## src/rtl/pc_return_stack.sv

```systemverilog
// Return-address stack for the program counter: circular buffer with a top pointer and occupancy count.
// Define PC_STACK_WRAP_EN to let a push while full overwrite the oldest entry instead of being dropped.
module pc_return_stack #(
    parameter int WIDTH = 12,
    parameter int DEPTH = 8,
    parameter int CW    = $clog2(DEPTH + 1)
) (
    input  logic             clk,
    input  logic             rst,
    input  logic             push,
    input  logic             pop,
    input  logic [WIDTH-1:0] d,
    output logic [WIDTH-1:0] q,
    output logic [CW-1:0]    count,
    output logic             empty,
    output logic             full,
    output logic             overflow,
    output logic             underflow
);

    localparam int PW = $clog2(DEPTH);
    localparam logic [CW-1:0] FullCount = CW'(DEPTH);

    logic [WIDTH-1:0] mem_q [DEPTH];
    logic [PW-1:0]    ptr_q, ptr_d;
    logic [CW-1:0]    count_q, count_d;
    logic             ovf_q, ovf_d;
    logic             unf_q, unf_d;
    logic             wr_en;
    logic [PW-1:0]    wr_addr;
    logic             empty_w, full_w;

    assign empty_w = (count_q == '0);
    assign full_w  = (count_q == FullCount);

    // The pointer always addresses the current top entry; a push lands one slot above it.
    always_comb begin
        ptr_d   = ptr_q;
        count_d = count_q;
        ovf_d   = ovf_q;
        unf_d   = unf_q;
        wr_en   = 1'b0;
        wr_addr = ptr_q + 1'b1;
        unique case ({push, pop})
            2'b10: begin
                if (!full_w) begin
                    wr_en   = 1'b1;
                    ptr_d   = ptr_q + 1'b1;
                    count_d = count_q + 1'b1;
                end else begin
                    ovf_d = 1'b1;
`ifdef PC_STACK_WRAP_EN
                    wr_en = 1'b1;
                    ptr_d = ptr_q + 1'b1;
`endif
                end
            end
            2'b01: begin
                if (empty_w) begin
                    unf_d = 1'b1;
                end else begin
                    ptr_d   = ptr_q - 1'b1;
                    count_d = count_q - 1'b1;
                end
            end
            2'b11: begin
                if (empty_w) begin
                    wr_en   = 1'b1;
                    ptr_d   = ptr_q + 1'b1;
                    count_d = count_q + 1'b1;
                end else begin
                    wr_en   = 1'b1;
                    wr_addr = ptr_q;
                end
            end
            default: begin
            end
        endcase
    end

    always_ff @(posedge clk or negedge rst) begin
        if (!rst) begin
            ptr_q   <= '0;
            count_q <= '0;
            ovf_q   <= 1'b0;
            unf_q   <= 1'b0;
        end else begin
            ptr_q   <= ptr_d;
            count_q <= count_d;
            ovf_q   <= ovf_d;
            unf_q   <= unf_d;
        end
    end

    // Storage needs no reset: q is forced to zero whenever the stack is empty.
    always_ff @(posedge clk) begin
        if (wr_en) begin
            mem_q[wr_addr] <= d;
        end
    end

    assign q         = empty_w ? '0 : mem_q[ptr_q];
    assign count     = count_q;
    assign empty     = empty_w;
    assign full      = full_w;
    assign overflow  = ovf_q;
    assign underflow = unf_q;

endmodule
```

## config.mk

```make
export PLATFORM = sky130hd
export DESIGN_NAME = pc_return_stack
export DESIGN_NICKNAME = d
export VERILOG_FILES = /design/src/rtl/pc_return_stack.sv
export SDC_FILE = /design/constraint.sdc
export NUM_CORES = 1
export LEC_CHECK = 0
export CORE_AREA = 10 10 98 100
export CTS_CLUSTER_SIZE = 24
export DETAILED_ROUTE_END_ITERATION = 8
export DIE_AREA = 0 0 108 110
export GPL_TIMING_DRIVEN = 0
export PLACE_DENSITY = 0.93
export SYNTH_ARGS = -nofsm -noshare
export SYNTH_HDL_FRONTEND = slang
export SYNTH_SLANG_ARGS = --single-unit
```

## constraint.sdc

```tcl
create_clock -name clk -period 7.3 [get_ports clk]
set_input_delay 1.46 -clock clk [delete_from_list [all_inputs] [get_ports clk]]
set_output_delay 1.46 -clock clk [all_outputs]
set_load 0.01 [all_outputs]
```

==> results by group, run 1 <==
Status
  • Status: finished, final reports clean

Setup path
  • R2R depth: 8
  • CP Max Fanout: 10
  • CP cell instances: buf_6 > or3_1 > buf_6 > nor2_2 > buf_2 > a21oi_1 > clkdlybuf4s50_1
  • Endpoint type of the worst setup path: output port
  • CP arrival: 2.67 ns
  • FF-to-FF setup slack: 3.69 ns
  • Critical path class: reg -> out
  • CP max-delay cell: clkdlybuf4s50_1
  • Critical path startpoint: count[0]$_DFFE_PN0P_
  • Largest stage delay on the critical path: 0.51 ns
  • WP data required: 5.84 ns
  • CP dominant cell by count: buf_6
  • Worst setup SP type: register
  • Worst r2r src: ptr_q[1]$_DFFE_PN0P_
  • Reg-to-reg endpoint: mem_q[3][0]$_DFFE_PP_

Yosys
  • Largest family of logic cells by synthesized area: multiplexers
  • Ys async rst share: 8.57%
  • Post-synth cell types: 46
  • Synthesized area: 4600 µm²
  • Top_reg_cell synth: edfxtp_1
  • Synth warn: 0
  • Post-Synth Simple-Gate Area: 6.23%
  • EDFF count, synth: 96
  • Post-synthesis compound-gate area fraction: 7.21%
  • Synth Instances: 275
  • Post-synthesis adder-cell area fraction: 2.18%
  • Syn nets: 299
  • Post-Synth XOR/XNOR Area: 0.572%
  • Seq/Total Area, Yosys: 67.6%
  • Syn Area/Cell: 16.7 µm²
  • Multiplexer share of the synthesized area: 12.3%
  • Post-synthesis register bit count: 105

Timing
  • Final Hold Fails: 0
  • Final worst clock skew: 0.00877 ns
  • Final setup violation count: 0
  • Fin Setup TNS: 0 ns
  • Worst hold slack: 0.469 ns
  • RSZ-0062 raised after global routing: false
  • Max Fclk: 242 MHz
  • Max Slew Vio Count: 0
  • Min Tclk post-route: 4.13 ns
  • Setup WS post-layout: 3.17 ns
  • Worst-Margin Slew: 1.36 ns
  • Slew HR: 8.86%
  • Period utilization: 56.6%

Clock network
  • CTS Hold Buffers Added: 0
  • Clock Latency Late Sink: 0.36 ns
  • TritonCTS clock tree: built
  • Count of cells resized by post-cts repair: 0
  • Clock root buffer: clkbuf_8
  • Clock-pin slew on the worst setup and hold paths: 0.10 ns
  • Postcts setup bufs: 0
  • Clock tree buffer depth: 2
  • Clock Sink Count: 105
  • CTS H-Tree Depth: 3
  • Total CTS buffers: 9

Placement
  • Hpwl dp: 6.11 mm
  • GP Congestion: 0.854
  • Placement Setup Slack: 2.93 ns
  • Port Buffers: 35

Layout
  • FF+latch area: 3110 µm²
  • Final Core Density: 69.0%
  • Area growth from synthesis to layout: 14.9%
  • Filler cells: 494
  • Nets: 345
  • Antenna diode count: 0
  • Share of layout cells above drive strength 1: 19.3%
  • Multi-input logic area: 1320 µm²

Die
  • Die area: 11900 µm²
  • Die width: 108 µm
  • DIE HEIGHT: 110 µm
  • Initial Utilization: 60.1%
  • Placement Rows: 32
  • IO Pins: 36
  • Core Box Area: 7650 µm²

GRT
  • Total gr overflow: 0
  • Largest net degree at the start of global routing: 19
  • GRT Util Overall: 17.3%
  • First-pass GRT wire length: 15.4 mm
  • Initial antenna violation count: 0
  • Number of global-route vias before repair: 2871

Drt
  • Post-route DRC violation count: 0
  • Vias: 2740
  • Starting DRT DRC Count: 255
  • Routed len/inst: 22.6 µm
  • Drt first pass iters: 5
  • Vias per cell: 6.40
  • Post-DRT Antenna Nets: 0
  • WL final: 9.69 mm

Pwr
  • Power Total: 2.15 mW
  • Worst IR Drop VDD: 0.231 mV
  • Lkg Pwr: 1.78 nW
  • Power Dens Cells: 406 nW/µm²

Min path
  • Min-Delay Path Depth: 1
  • Hold crit path type: reg -> reg
  • Hold Path Sink: underflow$_DFFE_PN0P_
  • Hold path start: underflow$_DFFE_PN0P_

Job
  • Max-Cap Viols: 0
-- metrics by stage --
| stage | std cells | instance area, µm² |
|---|---|---|
| floorplan | 275 | 4600 |
| global placement | 412 | 5070 |
| detailed placement | 412 | 5080 |
| CTS | 428 | 5280 |
| global route | 428 | 5280 |
| finish | 428 | 5280 |
-- worst max-delay path by stage --
stage / to / slack, ns
6_report: q[5] / 3.17
5_1_grt: q[5] / 3.04
4_1_cts: q[5] / 3.17
3_5_place_dp: mem_q[2][2]$_DFFE_PP_ / 2.93
3_3_place_gp: mem_q[4][3]$_DFFE_PP_ / 2.84
2_1_floorplan: mem_q[4][0]$_DFFE_PP_ / 3.92
-- power by group --
group / switching, mW / leakage (nW) / total, mW / internal (mW)
Combinational: 0.512 / 0.697 / 0.958 / 0.446
Clock: 0.200 / 0.0996 / 0.361 / 0.162
Sequential: 0.0391 / 0.978 / 0.826 / 0.787
-- routing by layer --
metal | wire length, µm | GRT usage [%] | share of wire, % | vias to the layer above
met3 | 761 | 4.18 | 7.9 | 37
met5 | 0 | 0 | 0 | -
met4 | 393 | 9.83 | 4.1 | 0
li1 | - | - | - | 1174
met2 | 4780 | 28.1 | 49 | 168
met1 | 3750 | 20.7 | 39 | 1361
-- cells in the mapped netlist, types with 2 or more instances --
cell      number  area share, %
a21o_1         3           0.49
a21oi_1       21            2.3
xor2_1         2           0.38
nor3b_1        2           0.33
dfrtp_1        9            4.9
a211oi_1       4           0.65
nand3b_1       4           0.65
clkbuf_1       5           0.41
buf_2          4           0.44
nor2_1         9           0.74
clkbuf_8       3           0.90
nand2_1       27            2.2
nor4b_1        2           0.38
buf_4          3           0.49
buf_6          4           0.98
nor3_1         3           0.33
ha_1           8            2.2
edfxtp_1      96             63
o31ai_1        3           0.49
o21ai_0        3           0.33
nor2b_1        3           0.41
a31oi_1        3           0.41
inv_1          7           0.57
o221ai_1       2           0.38
mux4_2        24             12
-- cells by family (layout without fill, tap and decap cells) --
group,Yosys count,count (layout)
adders and majority gates,8,8
and+or+nand+nor,58,58
DFF,105,105
xor gates and xnor gates,3,3
muxes,26,26
buffers and inverters,27,78
AOI/OAI and AO/OA,48,48
-- critical path, delay by kind of cell, from the launching register on --
kind,cells,cell delay [ns]
flops,1,0.42
buf+inv,4,1.15
simple gates,2,0.64
compound gates,1,0.10
-- registers in the layout, indices dropped and copies added, names as in the netlist --
signal     flops
count          4
mem_q         96
overflow       1
ptr_q          3
underflow      1
-- cell type report --
| class | instances | area share (%) |
|---|---|---|
| timing repair buffer | 35 | 6.64 |
| sequential | 105 | 58.9 |
| clock buffer | 9 | 2.35 |
| inverter | 8 | 0.569 |
| tap | 102 | 2.42 |
| buffer | 19 | 2.80 |
| clock inverter | 7 | 1.42 |
| multi-input combinational | 143 | 25.0 |
-- cells in the final DEF, fill, tap and decap left out, types with 2 or more instances in the layout --
master	n
edfxtp_1	96
clkdlybuf4s50_1	35
nand2_1	27
mux4_2	24
a21oi_1	19
clkbuf_8	12
nor2_1	9
dfrtp_1	9
ha_1	8
inv_1	7
clkbuf_1	5
buf_2	4
buf_6	4
nand3b_1	4
a211oi_1	4
buf_4	3
a31oi_1	3
nor3_1	3
o21ai_0	3
nor2b_1	3
o31ai_1	3
a21o_1	3
clkinv_1	2
xor2_1	2
nor4b_1	2
o221ai_1	2
a21oi_2	2
nor3b_1	2
inv_6	2
Note: power is estimated with default switching activity, not from simulation.
==> inputs of run 2 (changes only) <==
- CORE_AREA: 10 10 98 100 -> 10 10 101 103
- DIE_AREA: 0 0 108 110 -> 0 0 111 113
- PLACE_DENSITY: 0.93 -> 0.88
- clock period: 7.3 -> 3.9 ns (I/O delays scaled with it)
==> run 2 against run 1 <==
  * Via count fell by 5.9%
  * Worst hold slack improved by 0.013 ns
  * Wire length fell by 7.0%
  * Combinational power rose by 84%
  * Count of clock-buffer cells in the layout did not move
  * Non-clock buffer count did not move
  * Critical endpoint is now q[4]
==> results by group, run 2 (same netlist as run 1, synthesis figures left out) <==
Status
  • Status: finished, final reports clean

Clock network
  • Postcts setup bufs: 0
  • Clock-pin slew on the worst setup and hold paths: 0.11 ns
  • Total CTS buffers: 9
  • Clock tree buffer depth: 2
  • CTS H-Tree Depth: 3
  • Clock root buffer: clkbuf_8
  • Clock Latency Late Sink: 0.37 ns
  • TritonCTS clock tree: built
  • Count of cells resized by post-cts repair: 0
  • CTS Hold Buffers Added: 0
  • Clock Sink Count: 105

Placement
  • Placement Setup Slack: 0.161 ns
  • Port Buffers: 35
  • Hpwl dp: 5.87 mm
  • GP Congestion: 0.798

Setup path
  • CP cell instances: buf_6 > or3_1 > buf_6 > nor2_2 > buf_2 > a21oi_1 > clkdlybuf4s50_1
  • CP Max Fanout: 10
  • Critical path class: reg -> out
  • Endpoint type of the worst setup path: output port
  • CP max-delay cell: clkdlybuf4s50_1
  • Worst setup SP type: register
  • CP delay by family, top: buffers and inverters
  • WP data required: 3.12 ns
  • Worst path bufs/invs: 4
  • CP arrival: 2.68 ns
  • CP dominant cell by count: buf_6
  • Largest stage delay on the critical path: 0.52 ns

Die
  • Initial Utilization: 56.5%
  • IO Pins: 36
  • Die width: 111 µm
  • Die area: 12500 µm²
  • Placement Rows: 33
  • DIE HEIGHT: 113 µm
  • Core Box Area: 8130 µm²

Pwr
  • Lkg Pwr: 1.77 nW
  • Seq pwr share: 39.1%
  • P_sw: 1.38 mW
  • Comb power frac: 44.7%
  • Power Total: 3.94 mW
  • P_int: 2.56 mW
  • Power Dens Cells: 746 nW/µm²
  • Worst IR Drop VDD: 0.555 mV
  • Clk network pwr share: 16.1%
  • Sw Ratio: 35.0%

Layout
  • Largest register by flop count: mem_q
  • Antenna diode count: 0
  • Filler cells: 540
  • Most frequent cells in the layout: edfxtp_1, clkdlybuf4s50_1, nand2_1
  • Final Core Density: 64.9%
  • Nets: 345
  • Area growth from synthesis to layout: 14.9%
  • Share of layout cells above drive strength 1: 20.2%
  • Max FFs per register: 96
  • Commonest non-fill, non-tap cell in the layout: edfxtp_1

Timing
  • Setup WS post-layout: 0.444 ns
  • Min Tclk post-route: 3.46 ns
  • Final worst clock skew: 0.0135 ns
  • Fin Setup TNS: 0 ns
  • Slew HR: 15.5%
  • RSZ-0062 raised after global routing: false
  • Max Slew Vio Count: 0
  • Max Fclk: 289 MHz
  • Worst-Margin Slew: 1.26 ns
  • Final setup violation count: 0
  • Period utilization: 88.6%
  • Final Hold Fails: 0

Min path
  • Hold crit path type: reg -> reg

GRT
  • Total gr overflow: 0
  • Initial antenna violation count: 0
  • GRT Util Overall: 14.5%
  • Largest net degree at the start of global routing: 21
  • First-pass GRT wire length: 14.3 mm
  • Number of global-route vias before repair: 2663

Job
  • Max-Cap Viols: 0

Drt
  • Post-DRT Antenna Nets: 0
  • WL final: 9.01 mm
  • Drt first pass iters: 4
  • Routed len/inst: 20.9 µm
  • Vias per cell: 5.98
  • Starting DRT DRC Count: 161
  • Post-route DRC violation count: 0
  • Vias: 2579
run 2: cell type report:
type | count | area, µm² | share of cell area [%]
Clock buffer | 9 | 124 | 2.35
Sequential cell | 105 | 3110 | 58.8
Tap cell | 105 | 131 | 2.49
Multi-Input combinational cell | 143 | 1320 | 25.0
Buffer | 19 | 148 | 2.80
Clock inverter | 7 | 67.6 | 1.28
Timing Repair Buffer | 35 | 350 | 6.63
Inverter | 8 | 30.0 | 0.569
run 2: worst register-to-register path, cell delays in order (launching register included):
cell and delay [ns]:
dfrtp_1 0.41, buf_2 0.30, buf_2 0.33, inv_1 0.11
ha_1 0.39, inv_1 0.11, a211oi_1 0.23, a31oi_1 0.08
nor2_1 0.97
run 2: stage by stage:
step	cell area, µm²	hold WS, ns	cells
final	5280	0.482	431
after global routing	5280	0.501	431
after CTS	5280	0.488	431
after detailed placement	5080	0.462	415
after global placement	5080	0.439	415
after floorplan	4600	0.484	275
run 2: per-layer routing:
| layer | vias to the layer above | global-route usage [%] | wire length [µm] |
|---|---|---|---|
| li1 | 1168 | - | - |
| met1 | 1309 | 17.0 | 3780 |
| met2 | 74 | 23.5 | 4450 |
| met3 | 28 | 4.91 | 484 |
| met4 | 0 | 7.29 | 291 |
| met5 | - | 0 | 0 |
run 2: power groups by stage:
stage          combinational, mW  clock [mW]  sequential (mW)
3_3_place_gp                1.71           0             1.55
4_1_cts                     1.77       0.648             1.54
5_1_grt                     1.91       0.692             1.56
2_1_floorplan               1.11           0             1.56
6_report                    1.76       0.635             1.54
3_5_place_dp                1.76           0             1.57
run 2: path summary, 6_finish.rpt:
kind / from / end / slack [ns] / depth (start not counted)
setup / recovery: count[1]$_DFFE_PN0P_ / q[4] / 0.44 / 7
hold / removal: underflow$_DFFE_PN0P_ / underflow$_DFFE_PN0P_ / 0.48 / 1
setup reg to reg: ptr_q[1]$_DFFE_PN0P_ / mem_q[2][4]$_DFFE_PP_ / 0.56 / 8
hold reg to reg: underflow$_DFFE_PN0P_ / underflow$_DFFE_PN0P_ / 0.48 / 1
max in group asynchronous: rst / ptr_q[0]$_DFFE_PN0P_ / 2.93 / 1
min in group asynchronous: rst / count[2]$_DFFE_PN0P_ / 0.69 / 1
==> inputs of run 3 (changes only) <==
- SETUP_SLACK_MARGIN: unset -> 0.3
==> results of run 3 <==
No change in the layout: final DEF, timing and power equal those of run 2.
==> variant (config.mk and constraints of run 3) <==
Add a define of `PC_STACK_WRAP_EN`.
--- a/src/rtl/pc_return_stack.sv
+++ b/src/rtl/pc_return_stack.sv
@@ -1,4 +1,6 @@
 // Return-address stack for the program counter: circular buffer with a top pointer and occupancy count.
 // Define PC_STACK_WRAP_EN to let a push while full overwrite the oldest entry instead of being dropped.
+`define PC_STACK_WRAP_EN
+
 module pc_return_stack #(
     parameter int WIDTH = 12,
Function: changed (a bounded check fails within 10 cycles, from zero or initial values and one cycle with rst low).
==> variant against run 3 <==
Sequential cell count is the same. Total power grew 0.70%. Routed wire length shrank 2.7%. Synthesized area shrank 4.5%. First-iteration DRC count grew 39%. Worst setup slack lost 0.052 ns. Maximum frequency shrank 1.5%. Worst hold slack lost 0.015 ns. Design area shrank 3.0%. Largest cell class unchanged.
==> variant: results (changes against run 3) <==
Run status
  • Status: finished clean

Logic synthesis
  • Mapped Cells: 233 (-15%)
  • Register area share after synthesis: 70.8% (+3.2 points)
  • Adder-Cell Fraction of Synth Area: 0.856% (-1.3 points)
  • Mux contribution to synthesized area: 12.8% (+0.47 points)
  • Post-synthesis compound-gate area fraction: 6.79% (-0.43 points)
  • Number of synthesized flops with an enable pin: 96 (unchanged)
  • Unique masters post-synth: 44 (-4.3%)
  • Area contributors post-synth: edfxtp_1, mux4_2, dfrtp_1, a22o_1, ha_1
  • Mapped Nets: 252 (-16%)
  • Yosys warns: 0 (unchanged)
  • Fraction of registers with async set/reset: 8.57% (unchanged)
  • Largest family of logic cells by synthesized area: multiplexers
  • Synth Area in XOR/XNOR: 1.20% (+0.63 points)
  • Synth top cells by count: edfxtp_1, mux4_2, a22o_1

Clocking
  • CTS HTree Levels: 3 (unchanged)
  • Root Driver: clkbuf_8
  • Clk buf depth: 2 (unchanged)
  • Skew-Pair Late Insertion Delay: 0.36 ns
  • Clock transition at path regs: 0.10 ns
  • Post-CTS Setup Bufs: 0 (unchanged)
  • Num CTS Buffers: 9 (unchanged)

GRT
  • Largest net degree at the start of global routing: 20 (-4.8%)
  • Initial antenna violation count: 0 (unchanged)
  • First-pass GRT wire length: 13600 µm (-4.5%)
  • Number of global-route vias before repair: 2391 (-10%)
  • Gr usage total: 14.0% (-0.59 points)

Drt
  • TritonRoute pass-1 iters: 5 (+1)
  • Starting DRT DRC Count: 223 (+39%)
  • DRT Wirelength: 8770 µm (-2.7%)
  • Vias: 2347 (-9.0%)
  • Avg WL per Cell: 22.4 µm (+7.3%)

Setup path
  • CP max-delay cell: clkbuf_1
  • Crit path DAT: 2.73 ns (+0.05 ns)
  • Crit-path max cell delay: 0.61 ns (+0.09 ns)
  • CP max FO: 10 (unchanged)

STA
  • Clock skew: 0.0115 ns (-0.00203 ns)
  • Slew headroom: 38.8% (+23 points)

Layout
  • N_diodes: 0 (unchanged)
  • Largest register FFs: 96 (unchanged)
  • Reg with most FFs: mem_q
  • Fin nets: 300 (-13%)
  • Layout cells sized above 1: 22.7% (+2.5 points)

Worst hold path
  • Min-Delay Path Class: reg2reg

Placed design
  • Final HPWL DP: 5840 µm (-0.52%)
  • DP Area: 4920 µm² (-3.3%)
  • Placed cell count: 375 (-9.6%)
  • Port Buf Inserts: 34 (-2.9%)
  • Gp weighted congestion: 0.776 (-2.8%)
  • Dpl ws: 0.0266 ns (-0.134 ns)

Pwr
  • Lkg Pwr: 1.71 nW (-3.3%)
  • Peak supply drop: 326 µV (-41%)

Run
  • Maxcap violations: 0 (unchanged)
variant: cell types whose count changed after synthesis, sizes merged, moves of 3 or more:
cell	before	now
a21oi	21	1
nand2	27	8
a22o	0	12
nor2	10	1
ha	8	3
nand3	0	5
o22ai	1	6
a211oi	4	0
o21ai	4	0
nand3b	4	1
xnor2	1	4
variant: logic make-up after synthesis:
group	Yosys count
xor gates and xnor gates	6
AOI/OAI and AO/OA	34
buffers and inverters	25
and+or+nand+nor	34
adders and majority gates	3
DFF	105
muxes	26
variant: repair_timing:
action	CTS	global route
gates resized for setup	2	5
endpoints found under the setup margin	24	18
cloned	0	0
pin swaps	0	0
variant: worst paths after layout:
check / from / cells past startpoint / end / slack, ns
min: underflow$_DFFE_PN0P_ / 1 / underflow$_DFFE_PN0P_ / 0.47
min in group asynchronous: rst / 1 / count[3]$_DFFE_PN0P_ / 0.71
max: ptr_q[1]$_DFFE_PN0P_ / 5 / q[4] / 0.39
max in group asynchronous: rst / 1 / underflow$_DFFE_PN0P_ / 2.88
max reg2reg: ptr_q[0]$_DFFE_PN0P_ / 9 / mem_q[4][1]$_DFFE_PP_ / 0.50
min reg2reg: underflow$_DFFE_PN0P_ / 1 / underflow$_DFFE_PN0P_ / 0.47
variant: layer usage:
layer  up-vias  global-route usage, %  routed length [µm]
li1       1061                      -                   -
met1      1180                   17.4                3560
met2        93                   23.6                4560
met3        13                   2.43                 500
met4         0                   5.82                 148
met5         -                      0                   0
variant: worst max-delay path: cells and delay by family, from the launching register on:
kind | cells | cell delay, ns
flip-flops | 1 | 0.36
buffers and inverters | 3 | 1.37
AO/OA/AOI/OAI | 1 | 0.22
multiplexers | 1 | 0.41
variant: report_power, final:
part | switching (mW) | internal, mW
logic | 0.917 | 0.853
registers | 0.0633 | 1.50
clock network | 0.382 | 0.248
variant: layout make-up:
| type | instances | area, µm² |
|---|---|---|
| flip-flops and latches | 105 | 3110 |
| fillers | 529 | 3010 |
| multi-input cells | 103 | 1190 |
| repair buffers | 37 | 370 |
| well taps | 105 | 131 |
| clock buffers | 10 | 128 |
| plain buffers | 17 | 105 |
| clock inverters | 6 | 57.6 |
| inverters | 8 | 30.0 |
